## src/rtl/fetch_seq_pkg.sv

```systemverilog
// Shared types and constants for the instruction-fetch sequencer.
package fetch_seq_pkg;

  typedef enum logic [1:0] {
    S_IDLE,
    S_FETCH,
    S_WAIT,
    S_SHOW
  } state_t;

  localparam logic [31:0] DEFAULT_PC_STEP = 32'd4;

  function automatic int unsigned max_u(input int unsigned a, input int unsigned b);
    return (a > b) ? a : b;
  endfunction

endpackage

```

## src/rtl/seq_timer.sv

```systemverilog
// Loadable down-counter with a zero flag; one instance is shared by the
// WAIT and SHOW phases of the fetch sequencer.
module seq_timer #(
  parameter int unsigned W = 3
) (
  input  logic         clk,
  input  logic         RST,
  input  logic         load_i,
  input  logic [W-1:0] load_val_i,
  input  logic         dec_i,
  output logic         zero_o
);

  logic [W-1:0] count_q, count_d;

  always_comb begin
    count_d = count_q;
    if (load_i) begin
      count_d = load_val_i;
    end else if (dec_i && (count_q != '0)) begin
      count_d = count_q - 1'b1;
    end
  end

  always_ff @(posedge clk or negedge RST) begin
    if (!RST) begin
      count_q <= '0;
    end else begin
      count_q <= count_d;
    end
  end

  assign zero_o = (count_q == '0);

endmodule

```

## src/rtl/fetch_sequencer.sv

```systemverilog
// Multi-cycle instruction fetch: FETCH -> WAIT (RAM latency) -> SHOW (dwell),
// then advance or redirect the PC. Free-run via run, single-step via step.
module fetch_sequencer
  import fetch_seq_pkg::*;
#(
  parameter int unsigned MEM_LAT  = 1,
  parameter int unsigned DWELL    = 4,
  parameter logic [31:0] PC_STEP  = DEFAULT_PC_STEP,
  parameter logic [31:0] RESET_PC = 32'h0
) (
  input  logic        clk,
  input  logic        RST,
  input  logic        run,
  input  logic        step,
  input  logic        redirect,
  input  logic [31:0] redirect_addr,
  output logic        mem_ce,
  output logic [31:0] mem_addr,
  input  logic [31:0] mem_rdata,
  output logic [31:0] instr,
  output logic        instr_valid,
  output logic [31:0] pc,
  output logic        busy
);

  localparam int unsigned TW = $clog2(max_u(MEM_LAT, DWELL) + 1);
  localparam logic [TW-1:0] WAIT_LOAD = TW'(MEM_LAT - 1);
  localparam logic [TW-1:0] SHOW_LOAD = TW'(DWELL - 1);

  state_t        state_q, state_d;
  logic [31:0]   pc_q, pc_d;
  logic [31:0]   instr_q, instr_d;
  logic          tmr_load, tmr_dec, tmr_zero;
  logic [TW-1:0] tmr_val;

  seq_timer #(.W(TW)) u_timer (
    .clk        (clk),
    .RST        (RST),
    .load_i     (tmr_load),
    .load_val_i (tmr_val),
    .dec_i      (tmr_dec),
    .zero_o     (tmr_zero)
  );

  always_ff @(posedge clk or negedge RST) begin
    if (!RST) begin
      state_q <= S_IDLE;
      pc_q    <= RESET_PC;
      instr_q <= '0;
    end else begin
      state_q <= state_d;
      pc_q    <= pc_d;
      instr_q <= instr_d;
    end
  end

  always_comb begin
    state_d  = state_q;
    pc_d     = pc_q;
    instr_d  = instr_q;
    tmr_load = 1'b0;
    tmr_dec  = 1'b0;
    tmr_val  = '0;
    case (state_q)
      S_IDLE: begin
        if (run || step) state_d = S_FETCH;
      end
      S_FETCH: begin
        tmr_load = 1'b1;
        tmr_val  = WAIT_LOAD;
        state_d  = S_WAIT;
      end
      S_WAIT: begin
        if (tmr_zero) begin
          instr_d  = mem_rdata;
          tmr_load = 1'b1;
          tmr_val  = SHOW_LOAD;
          state_d  = S_SHOW;
        end else begin
          tmr_dec = 1'b1;
        end
      end
      S_SHOW: begin
        // redirect only matters on the final dwell cycle
        if (tmr_zero) begin
          pc_d    = redirect ? redirect_addr : (pc_q + PC_STEP);
          state_d = run ? S_FETCH : S_IDLE;
        end else begin
          tmr_dec = 1'b1;
        end
      end
      default: state_d = S_IDLE;
    endcase
  end

  always_comb begin
    mem_ce      = (state_q == S_FETCH) || (state_q == S_WAIT);
    instr_valid = (state_q == S_SHOW);
    busy        = (state_q != S_IDLE);
  end

  assign mem_addr = pc_q;
  assign pc       = pc_q;
  assign instr    = instr_q;

endmodule

```

## config.mk

```make
export PLATFORM = sky130hd
export DESIGN_NAME = fetch_sequencer
export DESIGN_NICKNAME = d
export VERILOG_FILES = /design/src/rtl/fetch_seq_pkg.sv /design/src/rtl/seq_timer.sv /design/src/rtl/fetch_sequencer.sv
export SDC_FILE = /design/constraint.sdc
export NUM_CORES = 1
export LEC_CHECK = 0
export CORE_UTILIZATION = 43
export DETAILED_ROUTE_END_ITERATION = 8
export GPL_ROUTABILITY_DRIVEN = 0
export GPL_TIMING_DRIVEN = 0
export PLACE_DENSITY_LB_ADDON = 0.08
export SLEW_MARGIN = 20
export SYNTH_ARGS = -nofsm -noshare
export SYNTH_HDL_FRONTEND = slang
export SYNTH_SLANG_ARGS = --single-unit
```

## constraint.sdc

```tcl
create_clock -name clk -period 2.1 [get_ports clk]
set_input_delay 0.315 -clock clk [delete_from_list [all_inputs] [get_ports clk]]
set_output_delay 0.315 -clock clk [all_outputs]
set_load 0.02 [all_outputs]
```

# After elaboration in Yosys (flattened, before gate mapping)
# Index checks and enable logic that the tools add are counted.
dict set report totals {
  ff_bits 69
  output_inout_bits 99
  word_cells 38
}
dict set report classes {
  n_addsub 2
  eq_ne 6
  muxes 14
  reduce_logical 12
}
# op count
set ops {}
lappend ops {{32-bit by 3-bit adder with 32-bit output (second input constant)} 1}
lappend ops {{32-bit two-way mux} 1}
lappend ops {{2-bit two-way mux} 5}
lappend ops {{2-bit case mux with 4 select lines} 1}
lappend ops {{3-bit two-way mux} 2}
lappend ops {{2-bit == test (second input constant)} 2}
lappend ops {{1-bit two-way mux} 4}
lappend ops {{2-bit inequality test (second input constant)} 2}
lappend ops {{2-bit AND reduction} 2}
lappend ops {{2-bit nonzero test} 2}
lappend ops {{3-bit logical NOT} 1}
lappend ops {{3-bit AND reduction} 1}
lappend ops {{3-bit nonzero test} 1}
lappend ops {{3-bit by 1-bit subtractor with 3-bit output (second input constant)} 1}
lappend ops {{2-bit by 1-bit == test with 1-bit output (second input constant)} 1}
lappend ops {{2-bit logical NOT} 1}
lappend ops {{1-bit logical OR} 2}
lappend ops {{2-bit by 1-bit inequality test with 1-bit output (second input constant)} 1}
lappend ops {{1-bit case mux with 2 select lines} 1}
lappend ops {{2-bit OR reduction} 1}
lappend ops {{1-bit logical AND} 1}

# Longest topological paths before layout
dict set report depth {
  depth_word 6
  depth_mapped 10
  depth_no_buf 8
}

# Hierarchy
# Synthesis repeated with hierarchy kept, for this count alone.
dict set report unflattened {
  hier_cells 399
  area_unflattened_um2 3961.3
}
# mod n_inst cells_per_inst area_each_um2
set by_module_without_submodules {}
lappend by_module_without_submodules {fetch_sequencer 1 380 3753.6}
lappend by_module_without_submodules {seq_timer 1 19 207.7}

# Worst setup path before layout
# No wires, ideal clock.
dict set report synth_path {
  path_kind {reg2reg}
  from {reg u_timer.count_q[0]}
  to {reg instr_q[18], in the netlist instr[18]}
  t_arrival_ns 1.761
  required_time_ns 1.975
  setup_slack_ns 0.214
  stages_incl_launch_ff 8
  n_path_buf 2
  path_cell_list {dfrtp_1 > inv_1 > ha_1 > ha_1 > and2_1 > clkbuf_1 > clkbuf_1 > mux2_2}
}
dict set report synth_between {
  elab_chain_cells 2
}
# item line
set synth_rtl {}
lappend synth_rtl {{from (decl)} seq_timer.sv:14} ;# logic [W-1:0] count_q, count_d;
lappend synth_rtl {{from (signal assigned)} seq_timer.sv:29} ;# count_q <= count_d;
lappend synth_rtl {{3-bit logical NOT} seq_timer.sv:33} ;# assign zero_o = (count_q == '0);
lappend synth_rtl {{2-bit AND reduction (no line)} n/a}
lappend synth_rtl {{to (signal assigned)} fetch_sequencer.sv:53} ;# instr_q <= instr_d;
lappend synth_rtl {{to (decl)} fetch_sequencer.sv:32} ;# logic [31:0] instr_q, instr_d;
# Every way passes these cells.
# A chain may end at the register's enable or synchronous reset.

# Worst setup path in the final report
dict set report layout_path {
  from {reg pc_q[10], in the netlist mem_addr[10]}
  to {out pc[10]}
}
# item line
set layout_rtl {}
lappend layout_rtl {{from (decl)} fetch_sequencer.sv:31} ;# logic [31:0] pc_q, pc_d;
lappend layout_rtl {{from (signal assigned)} fetch_sequencer.sv:52} ;# pc_q <= pc_d;
lappend layout_rtl {{to (decl)} fetch_sequencer.sv:22} ;# output logic [31:0] pc,
# No word-level cell between the ends.

==> run_summary.xml <==
<?xml version="1.0" encoding="UTF-8"?>
<metrics>
  <group name="synthesis">
    <metric name="synth.net_count" unit="">456</metric>
    <metric name="ys.warnings.count" unit="">0</metric>
    <metric name="yosysSeqAreaShare" unit="%">44.8</metric>
    <metric name="synth_ff_type" unit="">sky130_fd_sc_hd__dfrtp_1</metric>
    <metric name="synth_async_sr_flop_share" unit="%">100</metric>
    <metric name="post_synth.cell_area_avg" unit="µm²">10.2</metric>
    <metric name="synth.lib_cells_used.distinct" unit="">54</metric>
    <metric name="ffs_latches_synth" unit="">69</metric>
    <metric name="synthesized_instance_count" unit="">379</metric>
    <metric name="synth_enable_flop_cells" unit="">0</metric>
    <metric name="syn-cell-area" unit="µm²">3860</metric>
  </group>
  <group name="grt">
    <metric name="grt_start_max_net_pins" unit="">36</metric>
    <metric name="via_count_of_the_first_global_routing_pass" unit="">3714</metric>
    <metric name="grt_pass1_wl" unit="µm">18500</metric>
    <metric name="grt.overflow.total" unit="">0</metric>
    <metric name="grt_use_total" unit="%">24.5</metric>
    <metric name="antenna_found_initial" unit="">0</metric>
  </group>
  <group name="floorplanning">
    <metric name="num_rows" unit="">34</metric>
    <metric name="top_level_ports" unit="">168</metric>
    <metric name="die_height" unit="µm">96.7</metric>
    <metric name="dieArea" unit="µm²">9350</metric>
    <metric name="initial_core_utilization" unit="%">44.2</metric>
    <metric name="die_w" unit="µm">96.7</metric>
    <metric name="coreArea" unit="µm²">8720</metric>
  </group>
  <group name="timing">
    <metric name="fmax" unit="GHz">0.507</metric>
    <metric name="max_slew_margin" unit="%">59.9</metric>
    <metric name="timing.clock.skew" unit="ns">0.0108</metric>
    <metric name="setup_slack" unit="ns">0.127</metric>
    <metric name="layout_worst_path_cycle_share" unit="%">94.0</metric>
    <metric name="hold_slack" unit="ns">0.468</metric>
    <metric name="setup_violations" unit="">0</metric>
    <metric name="grt_setup_unrepaired" unit="">true</metric>
    <metric name="final-hold-violation-count" unit="">0</metric>
    <metric name="drv_slew" unit="">0</metric>
    <metric name="finalWorstPathRequiredPeriod" unit="ns">1.97</metric>
    <metric name="finalSetupTns" unit="ns">0</metric>
    <metric name="timing_worst_slew_pin_value" unit="ns">0.602</metric>
  </group>
  <group name="drt">
    <metric name="dr_wl_met3" unit="µm">903</metric>
    <metric name="drt_iter0_drc" unit="">190</metric>
    <metric name="ant_nets" unit="">0</metric>
    <metric name="drt_wl_total" unit="µm">11200</metric>
    <metric name="detailedRoute.firstPassIterationCount" unit="">5</metric>
    <metric name="wl_met2" unit="µm">5400</metric>
    <metric name="vias_per_cell" unit="">5.50</metric>
    <metric name="routedLengthMet1" unit="µm">4670</metric>
    <metric name="post-route-drc-count" unit="">0</metric>
    <metric name="detailroute.via_count" unit="">3688</metric>
    <metric name="routedWlPerCell" unit="µm">16.7</metric>
    <metric name="maxUsedRoutingLayer" unit="">met4</metric>
  </group>
  <group name="clock_tree">
    <metric name="clock_insertion_delay_worst_skew" unit="ns">0.35</metric>
    <metric name="cts_root_buffer" unit="">sky130_fd_sc_hd__clkbuf_8</metric>
    <metric name="cts_buffers" unit="">9</metric>
    <metric name="tritoncts_num_sinks" unit="">69</metric>
    <metric name="cts_max_level" unit="">3</metric>
    <metric name="clock_pin_slew_reported_for_the_worst_setup_and_hold_paths_after_clock_tree_synthesis" unit="ns">0.09</metric>
    <metric name="cts_max_path_buffers" unit="">2</metric>
    <metric name="cts_tree" unit="">built</metric>
  </group>
  <group name="power_and_ir_drop">
    <metric name="max_rail_drop_vdd" unit="µV">781</metric>
    <metric name="p_leak" unit="nW">2.51</metric>
    <metric name="design_power_total" unit="mW">8.78</metric>
    <metric name="total_power_density_per_cell_area" unit="nW/µm²">1490</metric>
  </group>
  <group name="worst_setup_path">
    <metric name="r2r_setup_slack" unit="ns">0.13</metric>
    <metric name="regToRegEndpoint" unit="">mem_addr[25]$_DFFE_PN0P_</metric>
    <metric name="rr_startpoint" unit="">mem_addr[2]$_DFFE_PN0P_</metric>
    <metric name="ff2ff_path_depth" unit="">5</metric>
    <metric name="slowest_stage" unit="">sky130_fd_sc_hd__clkdlybuf4s50_1</metric>
    <metric name="crit_type" unit="">reg2out</metric>
    <metric name="path_max_fanout" unit="">9</metric>
    <metric name="critical_path_arrival" unit="ns">1.66</metric>
    <metric name="critPathLaunchType" unit="">register</metric>
    <metric name="crit_path_max_incr_delay" unit="ns">0.59</metric>
    <metric name="worst_setup_path_end_kind" unit="">output port</metric>
    <metric name="required_time_of_the_worst_setup_path" unit="ns">1.78</metric>
    <metric name="crit_path_cell_trace" unit="">buf_4 &gt; clkdlybuf4s50_1</metric>
  </group>
  <group name="worst_hold_path">
    <metric name="min_path_type" unit="">in2async</metric>
  </group>
  <group name="place">
    <metric name="portBuffers" unit="">167</metric>
    <metric name="dp_cells" unit="">655</metric>
    <metric name="hpwl" unit="µm">8240</metric>
    <metric name="place_worst_setup_slack" unit="ns">-0.235</metric>
  </group>
  <group name="finish">
    <metric name="final_common_cell" unit="">sky130_fd_sc_hd__clkdlybuf4s50_1</metric>
    <metric name="layout_area_growth_over_synthesis" unit="%">53.1</metric>
    <metric name="antenna_fix_cells" unit="">0</metric>
    <metric name="final_nets" unit="">635</metric>
    <metric name="most-common-layout-cells" unit="">sky130_fd_sc_hd__clkdlybuf4s50_1, sky130_fd_sc_hd__dfrtp_1, sky130_fd_sc_hd__mux2_2, sky130_fd_sc_hd__buf_4, sky130_fd_sc_hd__a21oi_1</metric>
    <metric name="post_route_cells_drive_above_1_share" unit="%">20.6</metric>
    <metric name="filler_free_cell_count_of_the_finished_design" unit="">671</metric>
  </group>
  <group name="run_status">
    <metric name="run_status" unit="">finished, final reports clean</metric>
  </group>
  <group name="flow_run">
    <metric name="max_cap_viol_count" unit="">0</metric>
  </group>
</metrics>
==> worst max path at each step <==
| stage | endpoint | slack (ns) | start | depth (start not counted) |
|---|---|---|---|---|
| 5_1_grt | mem_addr[23]$_DFFE_PN0P_ | -0.01 | u_timer.count_q[0]$_DFFE_PN0P_ | 9 |
| 3_3_place_gp | instr[23]$_DFFE_PN0P_ | -1.77 | RST | 1 |
| 3_5_place_dp | mem_addr[4]$_DFFE_PN0P_ | -0.24 | redirect | 6 |
| 4_1_cts | mem_addr[13]$_DFFE_PN0P_ | 0.008 | u_timer.count_q[0]$_DFFE_PN0P_ | 8 |
| 2_1_floorplan | instr[18]$_DFFE_PN0P_ | 0.21 | u_timer.count_q[0]$_DFFE_PN0P_ | 7 |
| 6_report | pc[10] | 0.13 | mem_addr[10]$_DFFE_PN0P_ | 2 |
==> power by group <==
group	switching (mW)	leakage (nW)	internal (mW)	total (mW)
logic	2.42	1.58	2.61	5.03
registers	0.688	0.834	1.96	2.65
clock network	0.552	0.0918	0.552	1.10
total	3.66	2.51	5.12	8.78
==> cells in the mapped netlist, types with 2 or more instances <==
master / number / share of area (%)
sky130_fd_sc_hd__a2bb2oi_1: 6 / 1.4
sky130_fd_sc_hd__a21oi_1: 26 / 3.4
sky130_fd_sc_hd__nand4_2: 4 / 1.3
sky130_fd_sc_hd__a31oi_1: 4 / 0.65
sky130_fd_sc_hd__nand4_1: 2 / 0.32
sky130_fd_sc_hd__nand3_1: 12 / 1.6
sky130_fd_sc_hd__ha_1: 8 / 2.6
sky130_fd_sc_hd__nor4_4: 4 / 2.2
sky130_fd_sc_hd__clkbuf_1: 14 / 1.4
sky130_fd_sc_hd__and3_1: 8 / 1.3
sky130_fd_sc_hd__o22a_1: 2 / 0.45
sky130_fd_sc_hd__buf_4: 32 / 6.2
sky130_fd_sc_hd__o21ai_0: 24 / 3.1
sky130_fd_sc_hd__mux2i_1: 3 / 0.78
sky130_fd_sc_hd__nor3_1: 5 / 0.65
sky130_fd_sc_hd__a22oi_1: 4 / 0.78
sky130_fd_sc_hd__nand2_1: 24 / 2.3
sky130_fd_sc_hd__nor2_1: 26 / 2.5
sky130_fd_sc_hd__dfrtp_1: 69 / 45
sky130_fd_sc_hd__or3_1: 6 / 0.97
sky130_fd_sc_hd__o22ai_1: 7 / 1.1
sky130_fd_sc_hd__inv_1: 10 / 0.97
sky130_fd_sc_hd__nand3_2: 2 / 0.52
sky130_fd_sc_hd__and2_1: 3 / 0.49
sky130_fd_sc_hd__a311oi_1: 4 / 0.91
sky130_fd_sc_hd__mux2_2: 34 / 9.9
sky130_fd_sc_hd__o2bb2ai_1: 2 / 0.45
sky130_fd_sc_hd__buf_2: 3 / 0.39
sky130_fd_sc_hd__o31ai_1: 4 / 0.78
sky130_fd_sc_hd__a211oi_1: 3 / 0.58
==> cell families after synthesis <==
| family | after synthesis | synth area share (%) |
|---|---|---|
| xor gates and xnor gates | 1 | 0.227 |
| DFF | 69 | 44.8 |
| buffers and inverters | 61 | 9.15 |
| muxes | 37 | 10.7 |
| and+or+nand+nor | 108 | 16.8 |
| adders and majority gates | 8 | 2.60 |
| AOI/OAI and AO/OA | 95 | 15.8 |
==> registers in the layout (all words and copies together), names as in the netlist <==
signal,count
mem_addr,32
u_timer.count_q,3
instr,32
state_q,2
==> through the flow <==
stage | util, % | area, µm²
after floorplan | - | 3860
after detailed placement | 65.1 | 5680
after CTS | 67.6 | 5900
after global placement | 64.9 | 5660
final | 67.7 | 5900
after global routing | 67.7 | 5900
==> worst max-delay path, delay by kind of cell (launching register included) <==
family / cells / cell delay [ns]
buffers and inverters: 2 / 0.76
DFF: 1 / 0.56
==> cell type report <==
class	instances	area, µm²
buffer	48	314
clock buffer	9	124
clock inverter	7	75.1
fill	721	2820
inverter	11	41.3
multi-input combinational	249	1780
sequential	69	1730
tap	108	135
timing repair buffer	170	1710
==> repair_timing <==
action,CTS,global route
gates cloned,0,0
pin swaps,0,2
buffers inserted,0,1
hold endpoints to repair,34,0
endpoints found under the setup margin,33,50
gates resized for setup,8,7
hold buffers,1,0
==> metal layers <==
metal,vias up,global-route usage (%)
met5,-,0
met4,0,10.6
met3,23,4.19
met2,201,40.8
met1,1760,31.3
li1,1704,-
Note: power is estimated with default switching activity, not from simulation.
